### config.mk
export PLATFORM = sky130hd
export DESIGN_NAME = fetch_unit
export DESIGN_NICKNAME = d
export VERILOG_FILES = /design/src/rtl/fetch_unit.sv
export SDC_FILE = /design/constraint.sdc
export NUM_CORES = 1
export LEC_CHECK = 0
export ABC_AREA = 1
export CORE_MARGIN = 2
export CORE_UTILIZATION = 48
export DETAILED_ROUTE_END_ITERATION = 12
export PLACE_DENSITY_LB_ADDON = 0.25
export SYNTH_ARGS = -nofsm -noshare
export SYNTH_HDL_FRONTEND = slang
export SYNTH_SLANG_ARGS = --single-unit
export TNS_END_PERCENT = 100
### constraint.sdc
create_clock -name clk -period 4.8 [get_ports clk]
set_clock_uncertainty 0.2 [all_clocks]
set_input_delay 0.72 -clock clk [delete_from_list [all_inputs] [get_ports clk]]
set_output_delay 0.72 -clock clk [all_outputs]
set_load 0.01 [all_outputs]
### src/rtl/fetch_unit.sv
// Instruction fetch stage: owns the PC, fetches words from instruction memory
// over a req/ack handshake, and holds the fetched word for decode. The low
// twelve bits of the held word feed the immediate sign extender directly.
module fetch_unit #(
    parameter int                 ADDR_W   = 32,
    parameter logic [ADDR_W-1:0]  RESET_PC = '0,
    parameter int                 PC_STEP  = 4
) (
    input  logic              clk,
    input  logic              reset,
    output logic              imem_req,
    output logic [ADDR_W-1:0] imem_addr,
    input  logic              imem_ack,
    input  logic [31:0]       imem_rdata,
    input  logic              stall,
    input  logic              branch_taken,
    input  logic [ADDR_W-1:0] branch_target,
    output logic [31:0]       instr,
    output logic [11:0]       imm12,
    output logic [ADDR_W-1:0] pc_out,
    output logic              instr_valid
);

    localparam logic [ADDR_W-1:0] STEP = ADDR_W'(PC_STEP);

    // REQ: a fetch is outstanding at pc_q. VALID: instr_q holds a word for decode.
    typedef enum logic {
        S_REQ   = 1'b0,
        S_VALID = 1'b1
    } state_t;

    state_t            state_q, state_d;
    logic [ADDR_W-1:0] pc_q, pc_d;
    logic [ADDR_W-1:0] pend_q, pend_d;
    logic [ADDR_W-1:0] pc_out_q, pc_out_d;
    logic [31:0]       instr_q, instr_d;
    logic              kill_q, kill_d;

    // State register with asynchronous reset so outputs drop as soon as reset rises.
    always_ff @(posedge clk or posedge reset) begin
        if (reset) begin
            state_q  <= S_REQ;
            pc_q     <= RESET_PC;
            pend_q   <= '0;
            pc_out_q <= '0;
            instr_q  <= '0;
            kill_q   <= 1'b0;
        end else begin
            state_q  <= state_d;
            pc_q     <= pc_d;
            pend_q   <= pend_d;
            pc_out_q <= pc_out_d;
            instr_q  <= instr_d;
            kill_q   <= kill_d;
        end
    end

    // Next-state logic. A redirect during an unacknowledged fetch cannot withdraw
    // the request, so it is remembered (kill + pending target) and the stale word
    // is dropped when it finally arrives.
    always_comb begin
        state_d  = state_q;
        pc_d     = pc_q;
        pend_d   = pend_q;
        pc_out_d = pc_out_q;
        instr_d  = instr_q;
        kill_d   = kill_q;

        case (state_q)
            S_REQ: begin
                if (imem_ack) begin
                    if (branch_taken) begin
                        // Redirect coinciding with the data: the word is for the
                        // old path, so drop it and refetch at the target.
                        pc_d   = branch_target;
                        kill_d = 1'b0;
                    end else if (kill_q) begin
                        // Stale word from before the redirect.
                        pc_d   = pend_q;
                        kill_d = 1'b0;
                    end else begin
                        instr_d  = imem_rdata;
                        pc_out_d = pc_q;
                        pc_d     = pc_q + STEP;
                        state_d  = S_VALID;
                    end
                end else if (branch_taken) begin
                    // Address must stay put until the ack; a later redirect
                    // simply replaces the remembered target.
                    kill_d = 1'b1;
                    pend_d = branch_target;
                end
            end
            S_VALID: begin
                if (branch_taken) begin
                    pc_d    = branch_target;
                    state_d = S_REQ;
                end else if (!stall) begin
                    state_d = S_REQ;
                end
            end
            default: state_d = S_REQ;
        endcase
    end

    // Output decode; the request is masked while reset is held.
    always_comb begin
        imem_req    = (state_q == S_REQ) && !reset;
        imem_addr   = pc_q;
        instr_valid = (state_q == S_VALID);
        instr       = instr_q;
        imm12       = instr_q[11:0];
        pc_out      = pc_out_q;
    end

endmodule
* After elaboration in Yosys (flattened, before gate mapping)
Index checks and enable logic that the tools add are counted.
Storage, ports and cells: flip-flop bits (word level) 130, input port bits 69, output and inout bits 110, logic and storage cells 33
Cells by class: add/subtract/negate cells 1, equal/unequal tests 2, multiplexer cells 13, bitwise operators 4, reductions and logical operators 7
Operators with widths (count):
- $mux W32 | 4
- $pmux W32 S2 | 1
- $add A32 B3 Y32 const B | 1
- $mux W1 | 7
- $ne A2 B2 Y1 const B | 2
- $not A1 Y1 | 4
- $reduce_and A2 Y1 | 2
- $reduce_and A4 Y1 | 1
- $reduce_and A3 Y1 | 1
- $pmux W1 S2 | 1
- $reduce_bool A2 Y1 | 1
- $logic_and A1 B1 Y1 | 1
- $logic_not A1 Y1 | 1

* Logic depth before layout (Yosys ltp)
Gate-level depths: netlist (run 1).
word-level depth 5, gate-level depth with buffers 10, depth with buffers taken out 10

* Worst setup path after synthesis (run 1)
OpenSTA, ideal clock, no wires.
kind input -> register, start input port branch_taken, end register pc_out_q[7], in the netlist pc_out[7], library setup time 130 ps, data arrival time 1653 ps, data required time 4470 ps, path slack 2816 ps, stages 7, path buffers 3, cells stage by stage buf_2 nor2_4 nand3_1 buf_2 buf_2 nand2_1 o21ai_0
Between the ends: longest elaborated chain between the ends 2
RTL lines:
- start, declared | line 16 | input logic branch_taken,
- $not A1 Y1 (no line)
- $reduce_and A4 Y1 (no line)
- end signal, assigned | line 52 | pc_out_q <= pc_out_d;
- end, declared | line 35 | logic [ADDR_W-1:0] pc_out_q, pc_out_d;
No other way between the ends. A chain may end at the register's enable or synchronous reset.

* Final worst setup path (run 1)
start input port branch_taken, end register pc_out_q[14], in the netlist pc_out[14]
The elaborated chain is that of the path after synthesis.

==> PnR_summary.wiki, run 1 <==
{| class="wikitable"
! Metric !! Value
|-
| Die Wd || 118 um
|-
| Arrival time at the worst endpoint || roughly 2.9 ns
|-
| DP Area || roughly 8000 um^2
|-
| Largest net degree at the start of global routing || 79
|-
| Buffer type at the clock tree root || clkbuf_16
|-
| Power after layout || 4.44 mW
|-
| Static leakage || roughly 4 nW
|-
| Via density || 5.28
|-
| Post-route insts no fill || 1096
|-
| Final Hold Slack || between 0.2 and 0.3 ns
|-
| Starting density of the core || 49.5%
|-
| Gpl congestion || about 0.88
|-
| TritonCTS clock tree || done
|-
| Number of nets produced by synthesis || approximately 800
|-
| Max-slew violations || 0
|-
| First-pass GRT wire length || roughly 29000 um
|-
| Post-detailed-route count of antenna-violating nets || 0
|-
| Routed via count || just under 6000
|-
| Total negative slack for setup checks || 0 ns
|-
| Post-CTS resize count || 0
|-
| Area added between synthesis and finish || 39.3%
|-
| CP Max Fanout || 64
|-
| Count of buffers added by post-CTS timing repair for setup || 0
|-
| Net count reported at finish || about 980
|-
| Startpoint type of the worst setup path || input pin
|-
| Required time of the worst setup path || 4.86 ns
|-
| RSZ-0062 raised after global routing || false
|-
| Initial antenna violation count || 0
|-
| H-tree depth || 4
|-
| Post-detailed-route DRC marker count || 0
|-
| DP HPWL || 12700 um
|-
| Number of buffers inserted by hold repair at cts || 0
|-
| Tightest Pin Transition || 1.05 ns
|-
| Cell variety after synth || 22
|-
| Number of flip-flops and latches in the synthesized netlist || 130
|-
| Share of synthesized area occupied by flip-flops and latches || 51.7%
|-
| Normalized max-slew margin || slightly below 30%
|-
| Total detailed-routing wirelength || ~18000 um
|-
| Maximum buffer depth of the clock tree || 2
|-
| Core outline area || ~13000 um^2
|-
| Height of the chip || between 100 and 150 um
|-
| Crit path time final || 2.81 ns
|-
| Per-cell routed wire length || between 15 and 20 um
|-
| Count of buffers from port buffering || 178
|-
| Total die area || 14000 um^2
|-
| Post-synthesis instance area || roughly 6300 um^2
|-
| Result of the run || completed
|-
| Synthesized area per cell || around 8.3 um^2
|-
| Initial detailed-routing violation count || 580
|-
| Synth warn || 0
|-
| Worst hold path type || reg -> reg
|-
| Number of antenna repair diodes || 0
|-
| Grt ovf || 0
|-
| Most common cell after layout, fill and taps aside || clkdlybuf4s50_1
|-
| Row Count || 41
|-
| Hold violation total from the final report || 0
|-
| Detailed-routing iteration count for the pre-antenna-repair pass || 6
|-
| Clock slew at reported path FFs || roughly 0.050 ns
|-
| Commonest non-fill, non-tap cells in the layout || 178 x clkdlybuf4s50_1, 150 x nand2_1, 130 x dfrtp_1, 100 x nor2_1, 94 x a21oi_1
|-
| Max-cap check violation count || 0
|-
| Number of inserted filler cells in the final layout || 1046
|-
| Gate Count Post-Synth || between 700 and 800
|-
| Highest clock frequency the design can meet || between 300 and 400 MHz
|-
| Proportion of layout cells with a drive suffix above 1 || under 10%
|-
| Category of the most critical setup path || in -> reg
|-
| Number of top-level pins || about 180
|-
| Instance count after placement with tap cells included || 1064
|-
| Pwr per Cell Area || approximately 510 nW/um^2
|-
| Part of the cycle the worst path needs || between 50% and 60%
|-
| Count of endpoints failing setup in the final report || 0
|-
| Final instance area || 8770 um^2
|-
| Number of buffers inserted during clock tree synthesis || 17
|-
| Clock sink count || 130
|-
| Kind of end point of the critical path || flip-flop
|-
| Total global routing track utilization || between 20% and 30%
|-
| Number of global-route vias before repair || approximately 5600
|-
| Peak supply drop || around 0.26 mV
|-
| Source-to-sink clock delay at the later pin of the worst-skew pair || approximately 0.42 ns
|}
-- Yosys cell counts --
cell type,number,area (um^2)
a21oi_2,1,8.76
inv_2,1,3.75
clkbuf_1,16,60.1
o211ai_1,1,7.51
nand4_1,2,12.5
inv_1,70,263
o21ai_0,60,300
xor2_1,3,26.3
and2_1,1,6.26
nand3_1,37,185
buf_4,12,90.1
buf_1,2,7.51
nor2_4,1,11.3
ha_1,1,12.5
nand2_1,151,567
mux2_2,38,428
nor2_2,1,6.26
buf_2,17,85.1
dfrtp_1,130,3250
a21oi_1,94,470
nor2_1,100,375
a22oi_1,15,113
-- report_power, final --
group | switching (mW) | internal (mW) | total [mW]
clock | 0.460 | 0.920 | 1.38
sequential | 0.230 | 1.39 | 1.62
combinational | 0.691 | 0.749 | 1.44
total | 1.38 | 3.05 | 4.44
-- through the flow --
step           utilization [%]  worst slack (ns)
6_report                  68.9              1.99
3_3_place_gp              63.9              1.61
5_1_grt                   68.9              1.80
3_5_place_dp              63.9              1.59
2_1_floorplan                -             0.411
4_1_cts                   68.9              2.03
-- cells by family (layout without fill, tap and decap cells) --
| logic type | Yosys count | count (layout) | synth area share, % |
|---|---|---|---|
| xor gates and xnor gates | 3 | 3 | 0.418 |
| DFF | 130 | 130 | 51.7 |
| and+or+nand+nor | 293 | 293 | 18.5 |
| muxes | 38 | 38 | 6.80 |
| buffers and inverters | 118 | 288 | 8.09 |
| adders and majority gates | 1 | 1 | 0.199 |
| AOI/OAI and AO/OA | 171 | 171 | 14.3 |
-- final timing paths --
| path | cells past startpoint | to | startpoint | slack (ns) |
|---|---|---|---|---|
| min | 2 | pc_out[13]$_DFFE_PP0P_ | pc_out[13]$_DFFE_PP0P_ | 0.28 |
| max reg2reg | 5 | pc_out[14]$_DFFE_PP0P_ | instr_valid$_DFF_PP0_ | 2.52 |
| max | 7 | pc_out[14]$_DFFE_PP0P_ | branch_taken | 1.99 |
| min in group asynchronous | 2 | imem_addr[0]$_DFFE_PP0P_ | reset | 0.58 |
| min reg2reg | 2 | pc_out[13]$_DFFE_PP0P_ | pc_out[13]$_DFFE_PP0P_ | 0.28 |
| max in group asynchronous | 3 | instr[16]$_DFFE_PP0P_ | reset | 2.99 |
-- metal layers --
metal,part of all wire [%],track usage (%)
met1,43,36.0
met3,9.0,6.27
met2,46,41.3
met5,0,0
met4,1.5,7.59
-- area by class of cell --
type / instances / area, um^2 / area share (%)
Multi-Input combinational cell: 506 / 2540 / 29.0
Sequential cell: 130 / 3250 / 37.1
Inverter: 71 / 269 / 3.07
Timing Repair Buffer: 185 / 1850 / 21.1
Tap cell: 172 / 215 / 2.45
Clock buffer: 22 / 484 / 5.52
Clock inverter: 10 / 154 / 1.76
-- worst max-delay path, cell delays in order --
cell and delay [ns]:
clkdlybuf4s50_1 0.40, buf_4 0.26, nor2_4 0.24, nand3_4 0.58, buf_4 0.46, nand2_1 0.07
o21ai_0 0.07
-- state kept, by name (all words and copies together), names as in the netlist --
name / cells
instr: 32
pc_out: 32
kill_q: 1
pend_q: 32
imem_addr: 32
instr_valid: 1
Power figures use the tool's default switching activity.
==> run 2: changes to the inputs <==
- CORE_UTILIZATION: 48 -> 44
- clock period: 4.8 -> 2.5 ns (I/O delays scaled with it)
==> run 2 against run 1 <==
Compared with the run above: sequential share of layout area down 0.60 points; total power grew 90%; first-iteration DRC count down 31%; final area increased by 1.7%; critical path depth is 3 higher; hold slack got worse by 0.20 ns; global-route usage fell by 1.7 points.
==> PnR_summary.wiki, run 2 (synthesized netlist as in run 1, its figures left out) <==
{| class="wikitable"
! Metric !! Value
|-
| Result of the run || completed
|-
| Reg-to-reg startpoint || imem_addr[3]$_DFFE_PP0P_
|-
| Normalized max-slew margin || around three quarters
|-
| Grt met3 use || between 5 and 6%
|-
| Worst hold path type || in -> async
|-
| Max-cap check violation count || 0
|-
| Total die area || ~15000 um^2
|-
| Post-detailed-route DRC marker count || 0
|-
| Count of buffers from port buffering || roughly 180
|-
| Net count reported at finish || between 900 and 1000
|-
| Kind of end point of the critical path || flip-flop
|-
| Largest net degree at the start of global routing || 39
|-
| Top Usage Layer GRT || met2
|-
| First-pass GRT wire length || around 28000 um
|-
| Cell depth of the worst flop-to-flop path || 10
|-
| Total detailed-routing wirelength || between 15000 and 20000 um
|-
| Via density || 5.18
|-
| Switching power total || 2.61 mW
|-
| Number of antenna repair diodes || 0
|-
| Detailed-routing iteration count for the pre-antenna-repair pass || 5
|-
| Die Wd || roughly 120 um
|-
| Setup crit end || imem_addr[22]$_DFFE_PP0P_
|-
| CP Max Fanout || 5
|-
| Tightest Pin Transition || 0.401 ns
|-
| Row Count || between 40 and 50
|-
| Internal portion of total power || around 5.8 mW
|-
| Count of buffers added by post-CTS timing repair for setup || 0
|-
| DP HPWL || about 13000 um
|-
| Initial antenna violation count || 0
|-
| Hold violation total from the final report || 0
|-
| Clock Power Share || 29.9%
|-
| Minimum setup slack among reg-to-reg paths || roughly 0.24 ns
|-
| Total negative slack for setup checks || 0 ns
|-
| Number of buffers inserted during clock tree synthesis || 17
|-
| First element of the critical path || imem_addr[3]$_DFFE_PP0P_
|-
| Peak supply drop || between 0.4 and 0.5 mV
|-
| Clock slew at reported path FFs || 0.05 ns
|-
| Source-to-sink clock delay at the later pin of the worst-skew pair || around 0.41 ns
|-
| Starting density of the core || 45.2%
|-
| Clock sink count || 130
|-
| Met2 demand-to-capacity share in global routing || between 30% and 40%
|-
| RSZ-0062 raised after global routing || false
|-
| Category of the most critical setup path || reg -> reg
|-
| Core outline area || between 10000 and 15000 um^2
|-
| Post-route insts no fill || 1118
|-
| Static leakage || between 4 and 5 nW
|-
| Max-slew violations || 0
|-
| Count of endpoints failing setup in the final report || 0
|-
| Number of global-route vias before repair || around 5600
|-
| Commonest non-fill, non-tap cells in the layout || 178 x clkdlybuf4s50_1, 150 x nand2_1, 130 x dfrtp_1, 99 x nor2_1, 94 x a21oi_1
|-
| Startpoint type of the worst setup path || flip-flop
|-
| Highest clock frequency the design can meet || 443 MHz
|-
| Total global routing track utilization || about 24%
|-
| Grt ovf || 0
|-
| Power after layout || around 8.4 mW
|-
| Initial detailed-routing violation count || ~400
|-
| TritonCTS clock tree || done
|-
| Maximum buffer depth of the clock tree || 2
|-
| Post-detailed-route count of antenna-violating nets || 0
|-
| Crit path time final || 2.26 ns
|-
| Pwr per Cell Area || between 900 and 1000 nW/um^2
|-
| Arrival time at the worst endpoint || around 2.4 ns
|-
| Buffer type at the clock tree root || clkbuf_16
|-
| Part of the cycle the worst path needs || 90.4%
|-
| Required time of the worst setup path || about 2.6 ns
|-
| Met1 Usage GRT || 32.0%
|-
| Most common cell after layout, fill and taps aside || clkdlybuf4s50_1
|-
| Per-cell routed wire length || 16.2 um
|-
| Post-CTS resize count || 0
|-
| Portion of total power attributed to sequential cells || ~37%
|-
| Number of buffers inserted by hold repair at cts || 0
|-
| Final Hold Slack || about 0.083 ns
|-
| Instance count after placement with tap cells included || 1086
|-
| Gpl congestion || 0.925
|-
| Height of the chip || approximately 120 um
|-
| Routed via count || ~5800
|-
| Number of top-level pins || approximately 180
|-
| Area added between synthesis and finish || 41.6%
|-
| Reg2Reg Capture Point || imem_addr[22]$_DFFE_PP0P_
|-
| Switching power share of the total || between 30 and 40%
|-
| H-tree depth || 4
|-
| Proportion of layout cells with a drive suffix above 1 || 9.81%
|-
| Combinational Power Share || 33.2%
|}
-- run 2: worst max-delay path, stage by stage (launching register included) --
cell	delay, ns
dfrtp_1	0.43
ha_1	0.29
nand2_1	0.11
nor2_1	0.25
nand2_1	0.18
nor2_2	0.28
nand2_1	0.10
nand2_1	0.07
nand3_1	0.09
nand2_1	0.10
a21oi_1	0.07
-- run 2: final cells by class --
class	instances	area (um^2)
Fill cell	1195	5020
Sequential cell	130	3250
Multi-Input combinational cell	506	2550
Timing Repair Buffer	199	2010
Clock buffer	28	507
Inverter	71	270
Tap cell	180	225
Clock inverter	4	95.1
-- run 2: worst min-delay path by stage --
stage	to	cells after the start
floorplan	pend_q[0]$_DFFE_PP0P_	2
global placement	pc_out[6]$_DFFE_PP0P_	2
detailed placement	pc_out[19]$_DFFE_PP0P_	2
CTS	instr_valid$_DFF_PP0_	2
global route	instr_valid$_DFF_PP0_	2
finish	instr_valid$_DFF_PP0_	2
-- run 2: power groups by stage --
stage	clock [mW]	sequential, mW	combinational (mW)
6_report	2.52	3.10	2.80
3_5_place_dp	0	3.13	2.81
5_1_grt	2.66	3.17	3.08
2_1_floorplan	0	3.25	1.13
4_1_cts	2.56	3.10	2.82
3_3_place_gp	0	3.11	2.77
-- run 2: per-layer routing --
metal,share of wire (%),routed length (um),up-vias
li1,-,-,2798
met5,0,0,-
met1,42,7680,2694
met4,2.7,483,0
met2,46,8420,260
met3,8.4,1530,40
-- run 2: metrics by stage --
step / area [um^2] / setup WS [ns] / util [%]
floorplan: 6300 / 0.316 / -
finish: 8910 / 0.240 / 64.0
CTS: 8910 / 0.226 / 63.9
detailed placement: 8310 / 0.212 / 59.6
global placement: 8310 / 0.266 / 59.6
global route: 8910 / 0.0713 / 64.0
==> run 3: changes to the inputs <==
- CELL_PAD_IN_SITES_DETAIL_PLACEMENT: default -> 1
- CELL_PAD_IN_SITES_GLOBAL_PLACEMENT: default -> 1
- CORE_UTILIZATION: 44 -> 32
==> run 3 against run 2 <==
Compared with the run above: clock power is 6% higher; global-route usage decreased by 3.1 points; final area rose by 1.9%; setup slack improved by 0.10 ns; sequential share of layout area fell by 0.68 points; sequential cell count unchanged; critical endpoint is now imem_req; largest cell class unchanged.
==> PnR_summary.wiki, run 3 (synthesized netlist as in run 1, its figures left out) <==
{| class="wikitable"
! Metric !! Value
|-
| Count of buffers from port buffering || approximately 180
|-
| Metal2 WL || ~9900 um
|-
| Detailed-routing iteration count for the pre-antenna-repair pass || 5
|-
| Net count reported at finish || 997
|-
| Kind of end point of the critical path || output pin
|-
| Per-cell routed wire length || around 18 um
|-
| Worst hold path type || in -> async
|-
| Hold violation total from the final report || 0
|-
| Portion of total power attributed to sequential cells || between 30% and 40%
|-
| Area added between synthesis and finish || 44.3%
|-
| Clock slew at reported path FFs || ~0.060 ns
|-
| Total area of multi-input combinational cells || around 2500 um^2
|-
| DP HPWL || between 15000 and 20000 um
|-
| Amount of wire on met3 after detailed routing || 1440 um
|-
| Number of inserted filler cells in the final layout || approximately 2300
|-
| CP Max Fanout || 7
|-
| Setup crit end || imem_req
|-
| Max-cap check violation count || 0
|-
| Final instance area || around 9000 um^2
|-
| Initial antenna violation count || 0
|-
| Total negative slack for setup checks || 0 ns
|-
| Reg-to-reg startpoint || imem_addr[3]$_DFFE_PP0P_
|-
| Number of top-level pins || around 180
|-
| Post-route met1 wirelength || 9610 um
|-
| Peak supply drop || 0.494 mV
|-
| Source-to-sink clock delay at the later pin of the worst-skew pair || ~0.42 ns
|-
| Total die area || between 20000 and 25000 um^2
|-
| Count of endpoints failing setup in the final report || 0
|-
| Buffer type at the clock tree root || clkbuf_16
|-
| Row Count || between 50 and 60
|-
| RSZ-0062 raised after global routing || false
|-
| Via density || approximately 4.9
|-
| Routed via count || between 5000 and 6000
|-
| Normalized max-slew margin || 61.9%
|-
| Starting density of the core || around a third
|-
| First-pass GRT wire length || around 34000 um
|-
| Gpl congestion || between 0.8 and 0.9
|-
| Commonest non-fill, non-tap cells in the layout || 178 x clkdlybuf4s50_1, 150 x nand2_1, 130 x dfrtp_1, 100 x nor2_1, 94 x a21oi_1
|-
| Post-detailed-route DRC marker count || 0
|-
| Reg2Reg Capture Point || imem_addr[26]$_DFFE_PP0P_
|-
| Tightest Pin Transition || around 0.57 ns
|-
| Die Wd || about 140 um
|-
| Max-slew violations || 0
|-
| Height of the chip || roughly 140 um
|-
| Clock Power Share || between 30% and 40%
|-
| Largest net degree at the start of global routing || between 70 and 80
|-
| Most common cell after layout, fill and taps aside || clkdlybuf4s50_1
|-
| Combinational Power Share || between 30% and 40%
|-
| H-tree depth || 4
|-
| DP Area || 8440 um^2
|-
| Startpoint type of the worst setup path || flip-flop
|-
| Crit path time final || 2.15 ns
|-
| Grt ovf || 0
|-
| Number of buffers inserted during clock tree synthesis || 17
|-
| Result of the run || completed
|-
| Number of global-route vias before repair || roughly 6000
|-
| Category of the most critical setup path || reg -> out
|-
| First element of the critical path || instr_valid$_DFF_PP0_
|-
| Maximum buffer depth of the clock tree || 2
|-
| Internal portion of total power || around 6 mW
|-
| Post-route insts no fill || around 1200
|-
| Number of antenna repair diodes || 0
|-
| Post-detailed-route count of antenna-violating nets || 0
|-
| Total global routing track utilization || a little over a fifth
|-
| Static leakage || a little over 4 nW
|-
| Arrival time at the worst endpoint || roughly 1.6 ns
|-
| Minimum setup slack among reg-to-reg paths || roughly 0.35 ns
|-
| Initial detailed-routing violation count || 324
|-
| Pwr per Cell Area || 952 nW/um^2
|-
| Core outline area || just under 20000 um^2
|-
| Instance count after placement with tap cells included || around 1200
|-
| Required time of the worst setup path || around 1.9 ns
|-
| Highest clock frequency the design can meet || ~460 MHz
|-
| Number of buffers inserted by hold repair at cts || 0
|-
| Switching power total || 2.75 mW
|-
| Clock sink count || between 100 and 150
|-
| Seq. cell area || roughly 3300 um^2
|-
| Proportion of layout cells with a drive suffix above 1 || a little over a tenth
|-
| Total detailed-routing wirelength || roughly 21000 um
|-
| Cell depth of the worst flop-to-flop path || 10
|-
| Uppermost layer routed || met4
|-
| TritonCTS clock tree || done
|-
| Part of the cycle the worst path needs || approximately 86%
|-
| Switching power share of the total || between 30% and 40%
|}
==> run 3: layer usage <==
metal  up-vias  global-route usage, %
met4         0                   7.05
met2       200                   34.8
met5         -                      0
met1      2818                   28.0
li1       2796                      -
met3        26                   5.03
==> run 3: layout make-up <==
type	instances	area share, %
flip-flops and latches	130	35.8
multi-input cells	506	28.1
repair buffers	201	22.5
clock buffers	21	5.29
well taps	265	3.65
inverters	71	2.98
clock inverters	10	1.71
==> run 3: how the worst min path moves through the flow <==
| stage | endpoint | startpoint | slack (ns) | depth (start not counted) |
|---|---|---|---|---|
| after floorplan | pend_q[0]$_DFFE_PP0P_ | pend_q[0]$_DFFE_PP0P_ | 0.25 | 2 |
| final | pc_out[0]$_DFFE_PP0P_ | reset | 0.19 | 2 |
| after global routing | pc_out[0]$_DFFE_PP0P_ | reset | 0.21 | 2 |
| after detailed placement | pc_out[10]$_DFFE_PP0P_ | pc_out[10]$_DFFE_PP0P_ | 0.27 | 2 |
| after global placement | pc_out[10]$_DFFE_PP0P_ | pc_out[10]$_DFFE_PP0P_ | 0.27 | 2 |
| after CTS | pc_out[0]$_DFFE_PP0P_ | reset | 0.20 | 2 |
==> run 3: what timing repair did <==
action | 4_1_cts | 5_1_grt
resized for setup | 0 | 1
setup endpoints to repair | 0 | 1
buffers inserted | 0 | 0
==> run 3: power by group through the flow <==
stage	logic, mW	registers, mW	clock network [mW]
6_report	2.87	3.11	2.67
5_1_grt	3.17	3.19	2.83
4_1_cts	2.90	3.12	2.73
3_5_place_dp	2.88	3.16	0
3_3_place_gp	2.82	3.13	0
2_1_floorplan	1.13	3.25	0
==> run 3: stage by stage <==
step	power, mW	hold WS [ns]	util (%)	setup WS [ns]
finish	8.65	0.194	46.8	0.345
floorplan	4.38	0.254	-	0.316
CTS	8.76	0.197	46.8	0.228
detailed placement	6.03	0.274	43.5	0.246
global placement	5.95	0.267	43.5	0.327
global route	9.18	0.210	46.8	0.0806
==> run 3: critical path: stages, from the launching register on <==
cell             delay, ns
dfrtp_1               0.48
nor2_1                0.14
clkdlybuf4s50_1       0.54
